## config.mk

```make
export PLATFORM = sky130hd
export DESIGN_NAME = can_tx_arbiter_flat
export DESIGN_NICKNAME = d
export VERILOG_FILES = /design/src/rtl/can_tx_arbiter_if.sv /design/src/rtl/can_tx_arbiter.sv /design/src/flat_wrapper.sv
export SDC_FILE = /design/constraint.sdc
export NUM_CORES = 1
export LEC_CHECK = 0
export ABC_CLOCK_PERIOD_IN_PS = 8100
export CORE_MARGIN = 3
export CORE_UTILIZATION = 46
export CTS_CLUSTER_DIAMETER = 150
export DETAILED_ROUTE_END_ITERATION = 8
export PLACE_DENSITY = 0.88
export SYNTH_ARGS = -nofsm -noshare
export SYNTH_HDL_FRONTEND = slang
export SYNTH_SLANG_ARGS = --single-unit
export TNS_END_PERCENT = 20
```

## constraint.sdc

```tcl
create_clock -name clk -period 8.1 [get_ports clk]
set_input_delay 2.43 -clock clk [delete_from_list [all_inputs] [get_ports clk]]
set_output_delay 2.43 -clock clk [all_outputs]
set_load 0.05 [all_outputs]
```

## src/rtl/can_tx_arbiter_if.sv

```systemverilog
// Request-side and CAN-transmit-side bus bundle for can_tx_arbiter.
// The requester/CAN-core environment uses the master modport; the arbiter uses slave.
interface can_tx_arbiter_if #(
  parameter int NREQ = 4
);
  logic [NREQ-1:0]    req_valid;
  logic [NREQ-1:0]    req_ready;
  logic [32*NREQ-1:0] req_data;
  logic               tx_valid;
  logic               tx_ready;
  logic [31:0]        tx_data;
  logic [2:0]         tx_src;

  modport master (
    output req_valid,
    output req_data,
    output tx_ready,
    input  req_ready,
    input  tx_valid,
    input  tx_data,
    input  tx_src
  );

  modport slave (
    input  req_valid,
    input  req_data,
    input  tx_ready,
    output req_ready,
    output tx_valid,
    output tx_data,
    output tx_src
  );
endinterface

```

## src/rtl/can_tx_arbiter.sv

```systemverilog
// Round-robin arbiter funnelling NREQ 32-bit requesters onto one CAN tx port.
// One word is held on tx_data until the CAN core takes it, followed by an optional
// idle gap before the next grant.
//
// state | meaning
// IDLE  | arbitrating; req_ready offered to the round-robin winner
// HOLD  | word presented on tx_data, waiting for tx_ready
// GAP   | enforced idle clocks after a handshake, no grants
module can_tx_arbiter #(
  parameter int          NREQ       = 4,
  parameter logic [15:0] GAP_CYCLES = 16'd0
) (
  input  logic              clk,
  input  logic              rstn,
  can_tx_arbiter_if.slave   bus,
  output logic              busy
);

  typedef enum logic [1:0] {
    IDLE = 2'd0,
    HOLD = 2'd1,
    GAP  = 2'd2
  } state_t;

  state_t      state;
  state_t      state_nxt;
  logic [15:0] gap_cnt;
  logic [15:0] gap_cnt_nxt;
  logic [2:0]  last_grant;
  logic [2:0]  sel;
  logic        any_valid;
  logic [7:0]  valid_pad;
  logic [31:0] sel_word;
  logic        accept;
  logic [31:0] tx_data_q;
  logic [2:0]  tx_src_q;

  // Round-robin pick: scan downward so the nearest requester after last_grant wins.
  always_comb begin
    int idx;
    valid_pad            = '0;
    valid_pad[NREQ-1:0]  = bus.req_valid;
    sel                  = '0;
    any_valid            = 1'b0;
    idx                  = 0;
    for (int k = NREQ; k >= 1; k--) begin
      idx = int'(last_grant) + k;
      if (idx >= NREQ) idx = idx - NREQ;
      if (valid_pad[idx[2:0]]) begin
        sel       = idx[2:0];
        any_valid = 1'b1;
      end
    end
  end

  // Data mux for the selected requester's word.
  always_comb begin
    sel_word = '0;
    for (int i = 0; i < NREQ; i++) begin
      if (3'(i) == sel) sel_word = bus.req_data[32*i +: 32];
    end
  end

  // Accept strobe is offered only in IDLE, only to the winner, and never in reset.
  always_comb begin
    bus.req_ready = '0;
    for (int i = 0; i < NREQ; i++) begin
      bus.req_ready[i] = rstn && (state == IDLE) && any_valid && (3'(i) == sel);
    end
  end

  // Next-state and gap counter logic.
  always_comb begin
    state_nxt   = state;
    gap_cnt_nxt = gap_cnt;
    accept      = 1'b0;
    case (state)
      IDLE: begin
        if (any_valid) begin
          accept    = 1'b1;
          state_nxt = HOLD;
        end
      end
      HOLD: begin
        if (bus.tx_ready) begin
          if (GAP_CYCLES == 16'd0) begin
            state_nxt = IDLE;
          end else begin
            state_nxt   = GAP;
            gap_cnt_nxt = GAP_CYCLES - 16'd1;
          end
        end
      end
      GAP: begin
        if (gap_cnt == 16'd0) state_nxt = IDLE;
        else                  gap_cnt_nxt = gap_cnt - 16'd1;
      end
      default: state_nxt = IDLE;
    endcase
  end

  // State and gap counter registers.
  always_ff @(posedge clk or negedge rstn) begin
    if (!rstn) begin
      state   <= IDLE;
      gap_cnt <= 16'd0;
    end else begin
      state   <= state_nxt;
      gap_cnt <= gap_cnt_nxt;
    end
  end

  // Capture the granted word; it persists through IDLE and GAP until the next grant.
  always_ff @(posedge clk or negedge rstn) begin
    if (!rstn) begin
      tx_data_q  <= 32'd0;
      tx_src_q   <= 3'd0;
      last_grant <= 3'(NREQ - 1);
    end else if (accept) begin
      tx_data_q  <= sel_word;
      tx_src_q   <= sel;
      last_grant <= sel;
    end
  end

  // tx_valid decodes HOLD directly so reset clears it without waiting for a clock.
  assign bus.tx_valid = (state == HOLD);
  assign bus.tx_data  = tx_data_q;
  assign bus.tx_src   = tx_src_q;
  assign busy         = (state != IDLE);

endmodule

```

## src/flat_wrapper.sv

```systemverilog
// flat-port wrapper written by rule: the top's interface ports become plain ports
module can_tx_arbiter_flat 
#(
  parameter int          NREQ       = 4,
  parameter logic [15:0] GAP_CYCLES = 16'd0
)
  (clk, rstn, busy, bus_req_valid, bus_req_data, bus_tx_ready, bus_req_ready, bus_tx_valid, bus_tx_data, bus_tx_src);
  can_tx_arbiter_if #(.NREQ(NREQ)) bus_i ();
  input  logic clk;
  input  logic rstn;
  output logic busy;
  input wire logic [$bits(bus_i.req_valid)-1:0] bus_req_valid;
  input wire logic [$bits(bus_i.req_data)-1:0] bus_req_data;
  input wire logic [$bits(bus_i.tx_ready)-1:0] bus_tx_ready;
  output wire logic [$bits(bus_i.req_ready)-1:0] bus_req_ready;
  output wire logic [$bits(bus_i.tx_valid)-1:0] bus_tx_valid;
  output wire logic [$bits(bus_i.tx_data)-1:0] bus_tx_data;
  output wire logic [$bits(bus_i.tx_src)-1:0] bus_tx_src;
  assign bus_i.req_valid = bus_req_valid;
  assign bus_i.req_data = bus_req_data;
  assign bus_i.tx_ready = bus_tx_ready;
  assign bus_req_ready = bus_i.req_ready;
  assign bus_tx_valid = bus_i.tx_valid;
  assign bus_tx_data = bus_i.tx_data;
  assign bus_tx_src = bus_i.tx_src;
  can_tx_arbiter #(.NREQ(NREQ), .GAP_CYCLES(GAP_CYCLES)) u_core (.clk(clk), .rstn(rstn), .bus(bus_i), .busy(busy));
endmodule
```

==> impl_results.md <==
* Vias in the first global route at 4563
* CTS tree: yes
* Maximum VDD drop at 0.000319 V
* Multi-input combinational cell area at 2580 um2
* Asr flop ratio synth at 100%
* Die span in x at 97.2 um
* Register area share after synthesis at 24.9%
* Share of cells above drive strength 1 at 7.91%
* Worst skew pair latency at 0.29 ns
* Htree depth at 2
* Max-slew violations at 0
* Area of the mapped netlist at 3820 um2
* Vias at 4686
* Root Buffer: clkbuf_8
* Starting density of the core at 48.5%
* Pleak at 0.00230 uW
* Core ar. at 7890 um2
* Power per cell area at 428 nW/um2
* RSZ-0062 raised after global routing: no
* CTS clk-pin slew, worst paths at 0.09 ns
* Fin. Hold Viols at 0
* Run status: complete, no violations
* Fin cells at 759
* Commonest non-fill, non-tap cell in the layout: clkdlybuf4s50_1
* CTS Hold Bufs at 0
* Largest net degree at the start of global routing at 86
* Final setup vio count at 0
* Row cnt at 32
* R2R depth at 9
* Die area at 9440 um2
* Syn Area/Cell at 7.38 um2
* Mapped Cells at 518
* Drt total wl at 14.2 mm
* Max Fclk at 0.135 GHz
* Clk buf depth at 2
* Crit path max fanout at 32
* Worst EP arrival at 4.99 ns
* EDFF count, synth at 0
* Placed cells at 751
* Worst slew pin tran at 1.16 ns
* Synth unique cells at 56
* Yosys warns at 0
* Syn_nets at 655
* Setup bufs post-CTS at 0
* Clock Skew at 0.0103 ns
* Port buffer count at 175
* DRC viols at 0
* Setup CP Type: input port to primary output
* GRT overflow at 0
* First-pass GRT wire length at 22.9 mm
* Worst Setup End Kind: primary output
* Worst hold path depth at 2
* Hold_ws at 0.508 ns
* Area grow syn2layout at 46.9%
* Worst slew margin relative to its limit at 22.5%
* Fin crit share at 91.6%
* Startpoint class of the critical path: input port
* Post-DR wirelength/cell at 18.7 um
* Clock sinks at 38
* Max-cap violations at 0
* Filler cells at 636
* Final setup TNS at 0 ns
* Die height at 97.2 um
* RePlAce Congestion at 0.922
* Initial drt markers at 418
* HP Class: flip-flop to flip-flop
* Initial antenna violation count at 0
* Most frequent cells in the layout: 170 x clkdlybuf4s50_1, 72 x nor2_1, 64 x nand3_1
* ANT nets after route at 0
* Via density at 6.17
* Pre-CTS setup slack at 0.714 ns
* # diodes at 0
* Seq cells post-synth at 38
* First-pass DRT Iterations at 6
* Sequential cell area at 953 um2
* PnR worst setup slack at 0.682 ns
* Overall Power at 2410 uW
* Crit path time final at 7.42 ns
* Dpl hpwl at 9.65 mm
* Ports at 176
* Post-CTS sizing at 0
* CP required at 5.67 ns
* Main flop type after synthesis: dfrtp_1
* CTS buffer count at 5
* All-Layer GR Usage at 29.0%
* Final #Nets at 793
[power by group]
group	internal [uW]	total [uW]	switching, uW	leakage (uW)
combinational	686	1910	1220	0.00182
sequential	290	353	63.1	0.000425
clock	68.6	144	75.5	0.0000472
[routing by layer]
layer | track usage [%] | part of all wire (%) | vias to the layer above
li1 | - | - | 2177
met1 | 36.7 | 39 | 2187
met2 | 50.1 | 49 | 297
met3 | 5.24 | 10 | 25
met4 | 8.64 | 1.9 | 0
met5 | 0 | 0 | -
[path summary, 6_finish.rpt]
path	slack [ns]	start	end
max in group asynchronous	5.19	rstn	u_core.bus.tx_data[22]
min in group asynchronous	2.28	rstn	u_core.bus.tx_data[23]
hold reg to reg	0.51	u_core.bus.tx_src[0]	u_core.bus.tx_src[0]
hold / removal	0.51	u_core.bus.tx_src[0]	u_core.bus.tx_src[0]
setup reg to reg	4.35	u_core.last_grant[0]	u_core.bus.tx_data[16]
setup / recovery	0.68	bus_req_valid[1]	bus_req_ready[1]
[synth_stat cells (all sizes together) (3+ instances only)]
master | n | area share, %
a311oi | 31 | 7.3
nor4 | 31 | 5.1
dfrtp | 36 | 24
nand3 | 64 | 8.4
a211oi | 4 | 1.4
clkbuf | 25 | 2.5
and3 | 62 | 10
mux2 | 5 | 1.5
buf | 30 | 5.4
mux2i | 5 | 1.4
nand2b | 33 | 5.4
nor2 | 73 | 7.2
inv | 5 | 0.49
nand2 | 39 | 3.8
a21o | 3 | 0.59
o21ai | 35 | 4.6
a21oi | 3 | 0.49
[cell families after synthesis]
| group | Yosys count | synth area share, % |
|---|---|---|
| AOI/OAI and AO/OA | 91 | 19.3 |
| DFF | 38 | 24.9 |
| adders and majority gates | 2 | 0.655 |
| muxes | 12 | 4.06 |
| and+or+nand+nor | 315 | 42.7 |
| buffers and inverters | 60 | 8.41 |
[sequential cells by signal (all words and copies together) (netlist names)]
register / cells
u_core.bus.tx_data: 32
u_core.state: 1
u_core.bus.tx_src: 3
u_core.last_grant: 2
[critical path, stage by stage]
cell and delay [ns]:
clkdlybuf4s50_1 0.53, mux4_2 0.53, nand2_1 0.17, buf_4 0.30, o311a_4 0.49, nor2_1 0.14, nor2_1 0.21, buf_12 0.17
[through the flow]
step	area, um2	util (%)
final	5620	71.2
after global routing	5620	71.2
after CTS	5620	71.2
after detailed placement	5520	70.0
after global placement	5520	70.0
after floorplan	3820	-
[layout make-up]
| class | count | area share [%] |
|---|---|---|
| Multi-Input combinational cell | 420 | 45.9 |
| Clock buffer | 6 | 1.47 |
| Timing Repair Buffer | 186 | 32.8 |
| Inverter | 5 | 0.334 |
| Tap cell | 102 | 2.27 |
| Clock inverter | 2 | 0.223 |
| Sequential cell | 38 | 17.0 |
(Power assumes the default switching activity.)
